`config.mk`:
```
export PLATFORM = sky130hd
export DESIGN_NAME = axi_sram_slave_flat
export DESIGN_NICKNAME = d
export VERILOG_FILES = /design/src/rtl/axi_sram_slave_if.sv /design/src/rtl/axi_sram_slave.sv /design/src/flat_wrapper.sv
export SDC_FILE = /design/constraint.sdc
export NUM_CORES = 1
export LEC_CHECK = 0
export CAP_MARGIN = 20
export CORE_UTILIZATION = 45
export DETAILED_ROUTE_END_ITERATION = 8
export HOLD_SLACK_MARGIN = 0.05
export PLACE_DENSITY = 0.9
export SKIP_LAST_GASP = 1
export SLEW_MARGIN = 25
export SYNTH_ARGS = -nofsm -noshare
export SYNTH_HDL_FRONTEND = slang
export SYNTH_SLANG_ARGS = --single-unit
```
`constraint.sdc`:
```
create_clock -name clk -period 7.35 [get_ports clk]
set_input_delay 1.47 -clock clk [delete_from_list [all_inputs] [get_ports clk]]
set_output_delay 1.47 -clock clk [all_outputs]
set_load 0.02 [all_outputs]
```
`src/rtl/axi_sram_slave_if.sv`:
```
// AXI4 bus bundle between the core's mem_bus master and the SRAM slave.
// No latency of its own; carries the five AXI channels unchanged.
// Backpressure travels on each channel's ready/valid pair.
interface axi_sram_slave_if #(
  parameter int ID_WIDTH   = 4,
  parameter int DATA_WIDTH = 32
);
  // read address
  logic                    arvalid;
  logic                    arready;
  logic [ID_WIDTH-1:0]     arid;
  logic [31:0]             araddr;
  logic [7:0]              arlen;
  logic [2:0]              arsize;
  logic [1:0]              arburst;
  // read data
  logic                    rvalid;
  logic                    rready;
  logic [ID_WIDTH-1:0]     rid;
  logic [DATA_WIDTH-1:0]   rdata;
  logic [1:0]              rresp;
  logic                    rlast;
  // write address
  logic                    awvalid;
  logic                    awready;
  logic [ID_WIDTH-1:0]     awid;
  logic [31:0]             awaddr;
  logic [7:0]              awlen;
  logic [2:0]              awsize;
  logic [1:0]              awburst;
  // write data
  logic                    wvalid;
  logic                    wready;
  logic [DATA_WIDTH-1:0]   wdata;
  logic [DATA_WIDTH/8-1:0] wstrb;
  logic                    wlast;
  // write response
  logic                    bvalid;
  logic                    bready;
  logic [ID_WIDTH-1:0]     bid;
  logic [1:0]              bresp;

  modport master (
    output arvalid, arid, araddr, arlen, arsize, arburst,
    input  arready,
    input  rvalid, rid, rdata, rresp, rlast,
    output rready,
    output awvalid, awid, awaddr, awlen, awsize, awburst,
    input  awready,
    output wvalid, wdata, wstrb, wlast,
    input  wready,
    input  bvalid, bid, bresp,
    output bready
  );

  modport slave (
    input  arvalid, arid, araddr, arlen, arsize, arburst,
    output arready,
    output rvalid, rid, rdata, rresp, rlast,
    input  rready,
    input  awvalid, awid, awaddr, awlen, awsize, awburst,
    output awready,
    input  wvalid, wdata, wstrb, wlast,
    output wready,
    output bvalid, bid, bresp,
    input  bready
  );
endinterface

```
`src/rtl/axi_sram_slave.sv`:
```
// AXI4 slave in front of a single-port synchronous SRAM; one burst in flight, R/W round-robin.
// Latency: AR/AW accepted >=1 cycle after valid; read beat every 2 cycles; write beat per cycle.
// Backpressure: R/B outputs held until ready; W stalled (wready=0) outside the data phase.
module axi_sram_slave #(
  parameter int ID_WIDTH   = 4,
  parameter int DATA_WIDTH = 32,
  parameter int MEM_AW     = 16
) (
  input  logic                    clk,
  input  logic                    rst,
  axi_sram_slave_if.slave         s,
  output logic                    sram_en,
  output logic [DATA_WIDTH/8-1:0] sram_we,
  output logic [MEM_AW-1:0]       sram_addr,
  output logic [DATA_WIDTH-1:0]   sram_wdata,
  input  logic [DATA_WIDTH-1:0]   sram_rdata
);

  typedef enum logic [2:0] {IDLE, RD_REQ, RD_DATA, WR_DATA, WR_RESP} state_t;

  localparam logic [1:0] RESP_OKAY   = 2'b00;
  localparam logic [1:0] RESP_SLVERR = 2'b10;

  state_t              state_q, state_d;
  logic                arready_q, arready_d;
  logic                awready_q, awready_d;
  logic                rr_last_wr_q, rr_last_wr_d;  // 1: last completed transaction was a write
  logic [ID_WIDTH-1:0] id_q, id_d;
  logic [31:0]         addr_q, addr_d;
  logic [7:0]          len_q, len_d;
  logic [2:0]          size_q, size_d;
  logic [1:0]          burst_q, burst_d;
  logic [7:0]          beat_cnt_q, beat_cnt_d;
  logic                err_q, err_d;
  logic                werr_q, werr_d;

  logic                ar_hs, aw_hs, r_hs, w_hs, b_hs;
  logic                last_beat;
  logic [31:0]         step, wrap_mask, next_addr;

  // Unsupported size, reserved burst type or a WRAP length AXI does not allow.
  function automatic logic bad_req(input logic [7:0] len, input logic [2:0] size,
                                   input logic [1:0] burst);
    logic wrap_len_ok;
    wrap_len_ok = (len == 8'd1) || (len == 8'd3) || (len == 8'd7) || (len == 8'd15);
    return (size > 3'd2) || (burst == 2'b11) || ((burst == 2'b10) && !wrap_len_ok);
  endfunction

  assign ar_hs     = s.arvalid && arready_q;
  assign aw_hs     = s.awvalid && awready_q;
  assign r_hs      = (state_q == RD_DATA) && s.rready;
  assign w_hs      = (state_q == WR_DATA) && s.wvalid;
  assign b_hs      = (state_q == WR_RESP) && s.bready;
  assign last_beat = (beat_cnt_q == len_q);

  // Address of the following beat for FIXED / INCR / WRAP bursts.
  always_comb begin
    step      = 32'd1 << size_q;
    wrap_mask = (({24'd0, len_q} + 32'd1) << size_q) - 32'd1;
    next_addr = addr_q;
    case (burst_q)
      2'b01:   next_addr = addr_q + step;
      2'b10:   next_addr = (addr_q & ~wrap_mask) | ((addr_q + step) & wrap_mask);
      default: next_addr = addr_q;
    endcase
  end

  // Next-state logic: arbitration in IDLE, beat sequencing in the data phases.
  always_comb begin
    state_d      = state_q;
    arready_d    = 1'b0;
    awready_d    = 1'b0;
    rr_last_wr_d = rr_last_wr_q;
    id_d         = id_q;
    addr_d       = addr_q;
    len_d        = len_q;
    size_d       = size_q;
    burst_d      = burst_q;
    beat_cnt_d   = beat_cnt_q;
    err_d        = err_q;
    werr_d       = werr_q;
    case (state_q)
      IDLE: begin
        if (ar_hs) begin
          state_d    = RD_REQ;
          id_d       = s.arid;
          addr_d     = s.araddr;
          len_d      = s.arlen;
          size_d     = s.arsize;
          burst_d    = s.arburst;
          beat_cnt_d = 8'd0;
          err_d      = bad_req(s.arlen, s.arsize, s.arburst);
        end else if (aw_hs) begin
          state_d    = WR_DATA;
          id_d       = s.awid;
          addr_d     = s.awaddr;
          len_d      = s.awlen;
          size_d     = s.awsize;
          burst_d    = s.awburst;
          beat_cnt_d = 8'd0;
          err_d      = bad_req(s.awlen, s.awsize, s.awburst);
          werr_d     = 1'b0;
        end else if (s.arvalid && s.awvalid) begin
          // Contention: serve the kind that did not complete last.
          arready_d = rr_last_wr_q;
          awready_d = !rr_last_wr_q;
        end else begin
          arready_d = s.arvalid;
          awready_d = s.awvalid;
        end
      end
      RD_REQ: state_d = RD_DATA;
      RD_DATA: begin
        if (r_hs) begin
          if (last_beat) begin
            state_d      = IDLE;
            rr_last_wr_d = 1'b0;
          end else begin
            state_d    = RD_REQ;
            addr_d     = next_addr;
            beat_cnt_d = beat_cnt_q + 8'd1;
          end
        end
      end
      WR_DATA: begin
        if (w_hs) begin
          addr_d     = next_addr;
          beat_cnt_d = beat_cnt_q + 8'd1;
          if (s.wlast != last_beat) werr_d = 1'b1;
          if (last_beat) state_d = WR_RESP;
        end
      end
      WR_RESP: begin
        if (b_hs) begin
          state_d      = IDLE;
          rr_last_wr_d = 1'b1;
        end
      end
      default: state_d = IDLE;
    endcase
  end

  // State and transaction context registers; reset abandons any burst in flight.
  always_ff @(posedge clk or posedge rst) begin
    if (rst) begin
      state_q      <= IDLE;
      arready_q    <= 1'b0;
      awready_q    <= 1'b0;
      rr_last_wr_q <= 1'b1;
      id_q         <= '0;
      addr_q       <= '0;
      len_q        <= '0;
      size_q       <= '0;
      burst_q      <= '0;
      beat_cnt_q   <= '0;
      err_q        <= 1'b0;
      werr_q       <= 1'b0;
    end else begin
      state_q      <= state_d;
      arready_q    <= arready_d;
      awready_q    <= awready_d;
      rr_last_wr_q <= rr_last_wr_d;
      id_q         <= id_d;
      addr_q       <= addr_d;
      len_q        <= len_d;
      size_q       <= size_d;
      burst_q      <= burst_d;
      beat_cnt_q   <= beat_cnt_d;
      err_q        <= err_d;
      werr_q       <= werr_d;
    end
  end

  // AXI outputs; R fields come from registers plus the SRAM's held read data,
  // so they stay stable for as long as rready is low.
  always_comb begin
    s.arready = arready_q;
    s.awready = awready_q;
    s.rvalid  = (state_q == RD_DATA);
    s.rid     = id_q;
    s.rdata   = (s.rvalid && !err_q) ? sram_rdata : '0;
    s.rresp   = (s.rvalid && err_q) ? RESP_SLVERR : RESP_OKAY;
    s.rlast   = s.rvalid && last_beat;
    s.wready  = (state_q == WR_DATA);
    s.bvalid  = (state_q == WR_RESP);
    s.bid     = id_q;
    s.bresp   = (s.bvalid && (err_q || werr_q)) ? RESP_SLVERR : RESP_OKAY;
  end

  // SRAM port: one read per RD_REQ, writes pass straight through from the W beat.
  always_comb begin
    sram_en    = (state_q == RD_REQ) || (w_hs && !err_q);
    sram_we    = (w_hs && !err_q) ? s.wstrb : '0;
    sram_addr  = addr_q[MEM_AW+1:2];
    sram_wdata = s.wdata;
  end

endmodule
```
`src/flat_wrapper.sv`:
```
// flat-port wrapper written by rule: the top's interface ports become plain ports
module axi_sram_slave_flat 
#(
  parameter int ID_WIDTH   = 4,
  parameter int DATA_WIDTH = 32,
  parameter int MEM_AW     = 16
)
  (clk, rst, sram_en, sram_we, sram_addr, sram_wdata, sram_rdata, s_arvalid, s_arid, s_araddr, s_arlen, s_arsize, s_arburst, s_arready, s_rvalid, s_rid, s_rdata, s_rresp, s_rlast, s_rready, s_awvalid, s_awid, s_awaddr, s_awlen, s_awsize, s_awburst, s_awready, s_wvalid, s_wdata, s_wstrb, s_wlast, s_wready, s_bvalid, s_bid, s_bresp, s_bready);
  axi_sram_slave_if #(.ID_WIDTH(ID_WIDTH), .DATA_WIDTH(DATA_WIDTH)) s_i ();
  input  logic clk;
  input  logic rst;
  output logic sram_en;
  output logic [DATA_WIDTH/8-1:0] sram_we;
  output logic [MEM_AW-1:0] sram_addr;
  output logic [DATA_WIDTH-1:0] sram_wdata;
  input  logic [DATA_WIDTH-1:0] sram_rdata;
  input wire logic [$bits(s_i.arvalid)-1:0] s_arvalid;
  input wire logic [$bits(s_i.arid)-1:0] s_arid;
  input wire logic [$bits(s_i.araddr)-1:0] s_araddr;
  input wire logic [$bits(s_i.arlen)-1:0] s_arlen;
  input wire logic [$bits(s_i.arsize)-1:0] s_arsize;
  input wire logic [$bits(s_i.arburst)-1:0] s_arburst;
  output wire logic [$bits(s_i.arready)-1:0] s_arready;
  output wire logic [$bits(s_i.rvalid)-1:0] s_rvalid;
  output wire logic [$bits(s_i.rid)-1:0] s_rid;
  output wire logic [$bits(s_i.rdata)-1:0] s_rdata;
  output wire logic [$bits(s_i.rresp)-1:0] s_rresp;
  output wire logic [$bits(s_i.rlast)-1:0] s_rlast;
  input wire logic [$bits(s_i.rready)-1:0] s_rready;
  input wire logic [$bits(s_i.awvalid)-1:0] s_awvalid;
  input wire logic [$bits(s_i.awid)-1:0] s_awid;
  input wire logic [$bits(s_i.awaddr)-1:0] s_awaddr;
  input wire logic [$bits(s_i.awlen)-1:0] s_awlen;
  input wire logic [$bits(s_i.awsize)-1:0] s_awsize;
  input wire logic [$bits(s_i.awburst)-1:0] s_awburst;
  output wire logic [$bits(s_i.awready)-1:0] s_awready;
  input wire logic [$bits(s_i.wvalid)-1:0] s_wvalid;
  input wire logic [$bits(s_i.wdata)-1:0] s_wdata;
  input wire logic [$bits(s_i.wstrb)-1:0] s_wstrb;
  input wire logic [$bits(s_i.wlast)-1:0] s_wlast;
  output wire logic [$bits(s_i.wready)-1:0] s_wready;
  output wire logic [$bits(s_i.bvalid)-1:0] s_bvalid;
  output wire logic [$bits(s_i.bid)-1:0] s_bid;
  output wire logic [$bits(s_i.bresp)-1:0] s_bresp;
  input wire logic [$bits(s_i.bready)-1:0] s_bready;
  assign s_i.arvalid = s_arvalid;
  assign s_i.arid = s_arid;
  assign s_i.araddr = s_araddr;
  assign s_i.arlen = s_arlen;
  assign s_i.arsize = s_arsize;
  assign s_i.arburst = s_arburst;
  assign s_arready = s_i.arready;
  assign s_rvalid = s_i.rvalid;
  assign s_rid = s_i.rid;
  assign s_rdata = s_i.rdata;
  assign s_rresp = s_i.rresp;
  assign s_rlast = s_i.rlast;
  assign s_i.rready = s_rready;
  assign s_i.awvalid = s_awvalid;
  assign s_i.awid = s_awid;
  assign s_i.awaddr = s_awaddr;
  assign s_i.awlen = s_awlen;
  assign s_i.awsize = s_awsize;
  assign s_i.awburst = s_awburst;
  assign s_awready = s_i.awready;
  assign s_i.wvalid = s_wvalid;
  assign s_i.wdata = s_wdata;
  assign s_i.wstrb = s_wstrb;
  assign s_i.wlast = s_wlast;
  assign s_wready = s_i.wready;
  assign s_bvalid = s_i.bvalid;
  assign s_bid = s_i.bid;
  assign s_bresp = s_i.bresp;
  assign s_i.bready = s_bready;
  axi_sram_slave #(.ID_WIDTH(ID_WIDTH), .DATA_WIDTH(DATA_WIDTH), .MEM_AW(MEM_AW)) u_core (.clk(clk), .rst(rst), .s(s_i), .sram_en(sram_en), .sram_we(sram_we), .sram_addr(sram_addr), .sram_wdata(sram_wdata), .sram_rdata(sram_rdata));
endmodule
```
==> flow_summary_export.csv, run 1 <==
group,metric,value,unit
run_status,status,"completed",
synthesis,synth_simple_gate_area_share,0.289,
sta,holdWs,0.537,ns
grt,grt_usage,0.268,
worst_hold_path,hold_path_class,"flop to flop",
power,p_int,0.00148,W
placement,place_ws,1.83,ns
critical_path,r2r-start,"u_core.size_q[2]$_DFFE_PP0P_",
synthesis,ys_warn_count,0,
cells_and_area,stdcell_area,7040,um^2
critical_path,path_max_fanout,5,
clock_tree,cts_buffer_depth,2,
placement,io_buffers,182,
sta,setup_ws,1.75,ns
synthesis,syn_area_per_cell,7.56,um^2
sta,setup_violations,0,
sta,setup_tns,0,ns
power,clock_power_share,0.091,
drt,post_drt_wl_per_cell,17.7,um
synthesis,synthAdderAreaFrac,0.0287,
cells_and_area,fin_util,0.589,
run,cap_violations,0,
drt,via_count,5760,
power,pwr-share-seq,0.211,
synthesis,yosysSeqAreaShare,0.232,
drt,ant_nets,0,
sta,fin_crit_sh,0.761,
drt,post-route-drc-count,0,
synthesis,netlist-cell-type-count,87,
critical_path,crit_path_start,"s_arvalid",
synthesis,synth_xor_xnor_area_share,0.0525,
clock_tree,cts_buffers,5,
clock_tree,cts_resized,0,
power,p_leak,2.75,nW
critical_path,worst_ep_required_time,5.88,ns
clock_tree,cts_sinks,51,
clock_tree,cts_tree,"built",
critical_path,cp-endpoint,"sram_we[2]",
synthesis,synth_enable_flop_cells,0,
floorplan,fp-row-count,40,
cells_and_area,nets,1012,
drt,drt_wl_total,17200,um
sta,rsz0062_at_grt,"false",
power,peakVddDrop,252,uV
placement,dp_hpwl,13000,um
synthesis,syn_inst,728,
critical_path,rrSetupSlack,3.40,ns
clock_tree,ctsHoldBuffers,0,
synthesis,synth_compound_area_frac,0.230,
synthesis,synth_area,5500,um^2
floorplan,start_util,0.460,
clock_tree,post_cts_buffers,0,
placement,gp_congestion,0.939,
placement,placed_area,6870,um^2
cells_and_area,layout-drive-gt1-share,0.0532,
sta,relSlewSlack,0.332,
synthesis,synthFlopType,"dfrtp_1",
power,p_per_area,441,nW/um^2
power,switching_power,0.00162,W
critical_path,r2r_cells,13,
grt,antenna_found_initial,0,
clock_tree,h-tree-depth,2,
grt,grt_pass1_wl,27200,um
sta,clock_skew,0.00445,ns
cells_and_area,n_fill_cell,1042,
sta,fmax,0.179,GHz
clock_tree,cts_root_buffer,"clkbuf_16",
grt,grt_pass1_vias,5329,
synthesis,async_reset_ff_frac,1.00,
floorplan,dieArea,12700,um^2
cells_and_area,syn2layout_area_growth,28.0,%
critical_path,endpoint_kind,"primary output",
clock_tree,path_clk_slew,0.07,ns
synthesis,synthMuxAreaShare,0.0268,
sta,hold_viol,0,
critical_path,path_class,"input pin to primary output",
floorplan,die_x,113,um
sta,slew_violations,0,
synthesis,synth_top_family_by_area,"simple AND/OR/NAND/NOR gates",
sta,fin_crit,5.60,ns
grt,grt_overflow,0,
drt,drt-initial-drc-count,569,
grt,grt_max_degree,52,
floorplan,io-pin-count,277,
floorplan,fp.dieH,113,um
critical_path,cp_data_arrival_time,4.13,ns
synthesis,yosys_register_bits,51,
cells_and_area,diodes,0,
drt,via_per_inst,5.91,
drt,dr.pass1.iters,5,
floorplan,core,12000,um^2
sta,worst_pin_slew,0.977,ns
clock_tree,worstSkewPairLatency,0.30,ns
power,combPwrFrac,0.698,
power,swShare,0.524,
critical_path,worstSetupStartpointType,"input pin",
## synthesized netlist by cell type, types with 8 or more instances
master,number,area [um^2]
o21ai_0,32,160
ha_1,11,138
inv_1,17,63.8
a31oi_1,28,175
clkbuf_1,27,101
nor3_1,15,75.1
xor2_1,19,166
nand2b_1,8,50.1
a21oi_1,42,210
nor2_1,65,244
dfrtp_1,50,1250
nor4_1,11,68.8
nand3_1,17,85.1
nand2_1,105,394
xnor2_1,14,123
mux2i_1,8,80.1
and2_1,43,269
buf_4,57,428
buf_6,8,90.1
## critical path: stages
cell and delay [ns]:
clkdlybuf4s50_1 0.57, and2_1 0.23, nor4_1 0.48, a22o_1 0.35, nand2b_1 0.20, nor2_1 0.12, and2_1 0.18, clkdlybuf4s50_1 0.53
## worst min-delay path by stage
stage	to	cells after the start	slack (ns)	startpoint
6_report	u_core.rr_last_wr_q$_DFFE_PP1P_	2	0.54	u_core.rr_last_wr_q$_DFFE_PP1P_
5_1_grt	flop	1	0.54	flop
3_3_place_gp	flop	1	0.50	flop
3_5_place_dp	flop	1	0.52	flop
4_1_cts	u_core.rr_last_wr_q$_DFFE_PP1P_	2	0.53	u_core.rr_last_wr_q$_DFFE_PP1P_
2_1_floorplan	flop	1	0.49	flop
## final cells by class
class | count | area, um^2 | share of cell area
sequential | 51 | 1280 | 0.181
timing repair buffer | 190 | 1880 | 0.267
multi-input combinational | 560 | 3460 | 0.492
tap | 147 | 184 | 0.0261
clock buffer | 6 | 129 | 0.0183
inverter | 18 | 67.6 | 0.00959
clock inverter | 2 | 38.8 | 0.00551
## routing by layer
| metal | share of wire | track usage | vias to the layer above |
|---|---|---|---|
| met2 | 0.47 | 0.439 | 344 |
| met3 | 0.098 | 0.0653 | 36 |
| met5 | 0 | 0 | - |
| li1 | - | - | 2739 |
| met4 | 0.026 | 0.0836 | 0 |
| met1 | 0.41 | 0.349 | 2641 |
## power by group through the flow
stage / Clock [W] / Combinational (W) / Sequential, W
global route: 0.000293 / 0.00235 / 0.000676
global placement: 0 / 0.00206 / 0.000645
CTS: 0.000279 / 0.00213 / 0.000643
finish: 0.000283 / 0.00216 / 0.000655
detailed placement: 0 / 0.00210 / 0.000648
floorplan: 0 / 0.00177 / 0.000508
## through the flow
stage / total power, W / std cells
after floorplan: 0.00227 / 729
after global placement: 0.00271 / 966
after detailed placement: 0.00275 / 966
after CTS: 0.00305 / 974
after global routing: 0.00332 / 974
final: 0.00310 / 974
## layout by cell type (no fill, tap or decap), types with 14 or more instances in the layout
cell | netlist | final
nor2_1 | 65 | 64
o21ai_0 | 32 | 32
nand3_1 | 17 | 17
inv_1 | 17 | 16
dfrtp_1 | 50 | 50
a21oi_1 | 42 | 42
a31oi_1 | 28 | 28
clkdlybuf4s50_1 | 0 | 182
nand2_1 | 105 | 105
xnor2_1 | 14 | 14
nor3_1 | 15 | 14
xor2_1 | 19 | 19
and2_1 | 43 | 43
## cell families after synthesis
group / Yosys count
buffers and inverters: 118
DFF: 51
other: 1
muxes: 14
AOI/OAI and AO/OA: 184
xor gates and xnor gates: 33
adders and majority gates: 12
and+or+nand+nor: 315
No activity file was read; power rests on OpenSTA's default activity.
==> inputs of run 2 (changes only) <==
--- a/config.mk
+++ b/config.mk
@@ -6,10 +6,10 @@
 export NUM_CORES = 1
 export LEC_CHECK = 0
 export CAP_MARGIN = 20
-export CORE_UTILIZATION = 45
+export CORE_UTILIZATION = 42
 export DETAILED_ROUTE_END_ITERATION = 8
 export HOLD_SLACK_MARGIN = 0.05
-export PLACE_DENSITY = 0.9
+export PLACE_DENSITY = 0.85
 export SKIP_LAST_GASP = 1
 export SLEW_MARGIN = 25
 export SYNTH_ARGS = -nofsm -noshare
==> constraint.sdc (replaced) <==
create_clock -name clk -period 5.6 [get_ports clk]
set_input_delay 1.12 -clock clk [delete_from_list [all_inputs] [get_ports clk]]
set_output_delay 1.12 -clock clk [all_outputs]
set_load 0.02 [all_outputs]
==> flow_summary_export.csv, run 2 (same netlist as run 1, synthesis figures left out) <==
group,metric,value,unit
grt,grt_usage,0.252,
critical_path,worstSetupStartpointType,"input pin",
clock_tree,cts_root_buffer,"clkbuf_16",
clock_tree,worstSkewPairLatency,0.31,ns
clock_tree,ctsHoldBuffers,0,
sta,relSlewSlack,0.380,
cells_and_area,syn2layout_area_growth,28.6,%
drt,drt_wl_total,17300,um
drt,post_drt_wl_per_cell,17.3,um
grt,grt_pass1_wl,26800,um
critical_path,path_max_fanout,5,
sta,setup_tns,0,ns
power,peakVddDrop,285,uV
sta,hold_viol,0,
clock_tree,cts_resized,0,
sta,clock_skew,0.0122,ns
cells_and_area,layout-drive-gt1-share,0.0567,
placement,dp_hpwl,13200,um
sta,fmax,0.212,GHz
clock_tree,cts_sinks,51,
grt,grt_max_degree,52,
critical_path,worst_ep_required_time,4.48,ns
cells_and_area,stdcell_count,1001,
drt,via_count,5787,
power,p_per_area,567,nW/um^2
cells_and_area,final_common_cell,"clkdlybuf4s50_1",
floorplan,dieArea,13600,um^2
grt,antenna_found_initial,0,
cells_and_area,diodes,0,
critical_path,endpoint_kind,"primary output",
clock_tree,cts_buffers,5,
power,p_leak,2.75,nW
floorplan,io-pin-count,277,
critical_path,path_class,"input pin to primary output",
sta,holdWs,0.540,ns
clock_tree,path_clk_slew,0.08,ns
placement,gp_congestion,0.936,
clock_tree,cts_buffer_depth,2,
drt,post-route-drc-count,0,
floorplan,die_x,116,um
critical_path,path_cells,"clkdlybuf4s50_1 -> and2_1 -> nor4_1 -> a22o_1 -> nand2b_1 -> nor2_1 -> and2_1 -> clkdlybuf4s50_1",
grt,grt_pass1_vias,5249,
placement,io_buffers,182,
worst_hold_path,hold_path_class,"flop to flop",
drt,via_per_inst,5.78,
floorplan,fp-row-count,41,
clock_tree,h-tree-depth,2,
critical_path,cp_data_arrival_time,3.60,ns
sta,setup_violations,0,
drt,dr.pass1.iters,5,
placement,dp.cells,993,
run_status,status,"completed",
sta,fin_crit_sh,0.843,
floorplan,core,12700,um^2
critical_path,crit_family,"simple AND/OR/NAND/NOR gates",
grt,grt_overflow,0,
clock_tree,cts_tree,"built",
drt,ant_nets,0,
critical_path,crit_path_top_delay_cell,"clkdlybuf4s50_1",
sta,worst_pin_slew,0.926,ns
run,cap_violations,0,
sta,fin_crit,4.72,ns
cells_and_area,fin_util,0.558,
cells_and_area,nets,1014,
drt,drt-initial-drc-count,581,
floorplan,start_util,0.434,
floorplan,fp.dieH,116,um
critical_path,critPathMaxStageDelay,0.53,ns
sta,slew_violations,0,
sta,rsz0062_at_grt,"false",
cells_and_area,n_fill_cell,1168,
cells_and_area,mostFrequentLayoutCells,"clkdlybuf4s50_1 (182), nand2_1 (105), nor2_1 (64)",
sta,setup_ws,0.879,ns
critical_path,crit_buf_inv,2,
clock_tree,post_cts_buffers,0,
placement,place_ws,0.948,ns
## run 2: changes by cell type in the layout (fill, tap and decap cells not counted), sizes merged
cell	delta
bufinv	-1
inv	+1
clkbuf	-1
buf	+2
clkinvlp	+1
## run 2: per-stage QoR
step | total power, W | cell area, um^2
finish | 0.00401 | 7070
global route | 0.00432 | 7070
CTS | 0.00397 | 7070
detailed placement | 0.00362 | 6920
global placement | 0.00356 | 6920
floorplan | 0.00299 | 5510
## run 2: layout make-up
| class | instances | area, um^2 | share of cell area |
|---|---|---|---|
| sequential | 51 | 1280 | 0.181 |
| clock inverter | 3 | 27.5 | 0.00389 |
| clock buffer | 5 | 125 | 0.0177 |
| tap | 172 | 215 | 0.0304 |
| multi-input combinational | 560 | 3460 | 0.490 |
| timing repair buffer | 192 | 1900 | 0.268 |
| inverter | 18 | 67.6 | 0.00955 |
## run 2: worst paths after layout
check / startpoint / endpoint / slack (ns) / cells after the start
hold reg to reg: u_core.s.awready$_DFF_PP0_ / u_core.werr_q$_DFFE_PP0P_ / 0.54 / 1
hold / removal: u_core.s.awready$_DFF_PP0_ / u_core.werr_q$_DFFE_PP0P_ / 0.54 / 1
setup reg to reg: u_core.size_q[2]$_DFFE_PP0P_ / flop / 1.68 / 13
setup / recovery: s_arvalid / sram_we[0] / 0.88 / 8
max in group asynchronous: rst / asynchronous set/reset pin / 3.84 / 3
min in group asynchronous: rst / u_core.s.bid[3]$_DFFE_PP0P_ / 1.31 / 3
## run 2: power by group
group / switching, W / internal, W
clock network: 0.000165 / 0.000171
logic: 0.00164 / 0.00121
registers: 0.000302 / 0.000526
total: 0.00211 / 0.00191
## run 2: per-layer routing
layer | GRT usage | share of wire | vias to the layer above
li1 | - | - | 2742
met1 | 0.340 | 0.42 | 2719
met2 | 0.411 | 0.48 | 309
met3 | 0.0514 | 0.087 | 17
met4 | 0.0641 | 0.012 | 0
met5 | 0 | 0 | -
==> inputs of run 3 (changes only) <==
==> constraint.sdc (replaced) <==
create_clock -name clk -period 4.48 [get_ports clk]
set_input_delay 0.896 -clock clk [delete_from_list [all_inputs] [get_ports clk]]
set_output_delay 0.896 -clock clk [all_outputs]
set_load 0.02 [all_outputs]
==> flow_summary_export.csv, run 3 (same netlist as run 1, synthesis figures left out) <==
group,metric,value,unit
placement,placed_area,6970,um^2
power,peakVddDrop,390,uV
floorplan,core,12700,um^2
sta,worst_pin_slew,0.933,ns
critical_path,endpoint_kind,"primary output",
grt,antenna_found_initial,0,
clock_tree,post_cts_buffers,0,
cells_and_area,layout-drive-gt1-share,0.0635,
clock_tree,cts_root_buffer,"clkbuf_16",
grt,grt_usage,0.252,
clock_tree,path_clk_slew,0.07,ns
floorplan,fp-row-count,41,
floorplan,fp.dieH,116,um
critical_path,r2r-start,"u_core.size_q[1]$_DFFE_PP0P_",
sta,setup_violations,0,
floorplan,io-pin-count,277,
clock_tree,ctsHoldBuffers,0,
cells_and_area,final_common_cell,"clkdlybuf4s50_1",
critical_path,path_cells,"clkdlybuf4s50_1 -> and2_1 -> nor4_1 -> a22o_1 -> nand2b_1 -> o32ai_1 -> clkdlybuf4s50_1",
worst_hold_path,hold_path_class,"flop to flop",
placement,io_buffers,182,
critical_path,crit_path_top_delay_cell,"clkdlybuf4s50_1",
floorplan,dieArea,13600,um^2
sta,relSlewSlack,0.376,
critical_path,cp_data_arrival_time,3.23,ns
clock_tree,h-tree-depth,2,
drt,ant_nets,0,
drt,post-route-drc-count,0,
critical_path,crit_family,"buffers and inverters",
critical_path,path_max_fanout,5,
sta,slew_violations,0,
drt,drt_wl_total,17300,um
critical_path,path_class,"input pin to primary output",
placement,gp_congestion,0.943,
cells_and_area,syn2layout_area_growth,29.3,%
floorplan,start_util,0.434,
sta,fin_crit_sh,0.920,
sta,holdWs,0.531,ns
clock_tree,cts_resized,0,
drt,via_count,5747,
sta,clock_skew,0.00659,ns
clock_tree,cts_sinks,51,
sta,rsz0062_at_grt,"false",
critical_path,cp_common_cell,"clkdlybuf4s50_1",
clock_tree,worstSkewPairLatency,0.30,ns
grt,grt_pass1_wl,26700,um
grt,grt_overflow,0,
sta,hold_viol,0,
grt,grt_max_degree,43,
sta,fmax,0.243,GHz
drt,drt-initial-drc-count,547,
critical_path,worstSetupStartpointType,"input pin",
cells_and_area,stdcell_count,1007,
sta,fin_crit,4.12,ns
power,p_leak,2.78,nW
run,cap_violations,0,
critical_path,crit_path_start,"s_arvalid",
clock_tree,cts_tree,"built",
placement,dp.cells,999,
cells_and_area,stdcell_area,7110,um^2
power,p_per_area,710,nW/um^2
clock_tree,cts_buffer_depth,2,
clock_tree,cts_buffers,5,
drt,via_per_inst,5.71,
cells_and_area,diodes,0,
grt,grt_pass1_vias,5273,
critical_path,critPathMaxStageDelay,0.72,ns
sta,setup_tns,0,ns
critical_path,worst_ep_required_time,3.58,ns
drt,dr.pass1.iters,5,
placement,dp_hpwl,13400,um
run_status,status,"completed",
cells_and_area,mostFrequentLayoutCells,"clkdlybuf4s50_1 (182), nand2_1 (105), nor2_1 (64)",
critical_path,crit_buf_inv,2,
cells_and_area,nets,1020,
drt,post_drt_wl_per_cell,17.2,um
floorplan,die_x,116,um
-- run 3: changes by cell type in the layout (fill, tap and decap cells not counted) --
| cell | change |
|---|---|
| buf_4 | +6 |
| clkinv_2 | +1 |
| inv_6 | -1 |
-- run 3: final timing paths --
kind                                                    to  slack (ns)  depth (start not counted)
setup / recovery                                   sram_en        0.36                          7
hold / removal                                        flop        0.53                          1
setup reg to reg                                      flop        0.77                         12
hold reg to reg                                       flop        0.53                          1
max in group asynchronous  u_core.rr_last_wr_q$_DFFE_PP1P_        2.76                          3
min in group asynchronous      u_core.s.bid[3]$_DFFE_PP0P_        0.92                          2
-- run 3: final cells by class --
cell class / instances / area (um^2)
Clock buffer: 5 / 125
Clock inverter: 3 / 23.8
Fill cell: 1137 / 5560
Inverter: 18 / 67.6
Multi-Input combinational cell: 560 / 3460
Sequential cell: 51 / 1280
Tap cell: 172 / 215
Timing Repair Buffer: 198 / 1940
-- run 3: through the flow --
stage	setup slack, ns	total power (W)	util
6_report	0.359	0.00505	0.561
4_1_cts	0.420	0.00500	0.561
2_1_floorplan	1.37	0.00373	-
5_1_grt	0.291	0.00546	0.561
3_5_place_dp	0.432	0.00456	0.550
3_3_place_gp	0.459	0.00450	0.550
-- run 3: report_power, final --
part | total, W | internal, W | switching [W]
registers | 0.00102 | 0.000658 | 0.000359
logic | 0.00363 | 0.00154 | 0.00209
clock network | 0.000405 | 0.000211 | 0.000195
total | 0.00505 | 0.00241 | 0.00264
-- run 3: metal layers --
metal | vias up | wire length, um | GRT usage
met5 | - | 0 | 0
met4 | 0 | 209 | 0.0632
met3 | 22 | 1440 | 0.0488
met2 | 276 | 8170 | 0.407
met1 | 2690 | 7490 | 0.346
li1 | 2759 | - | -
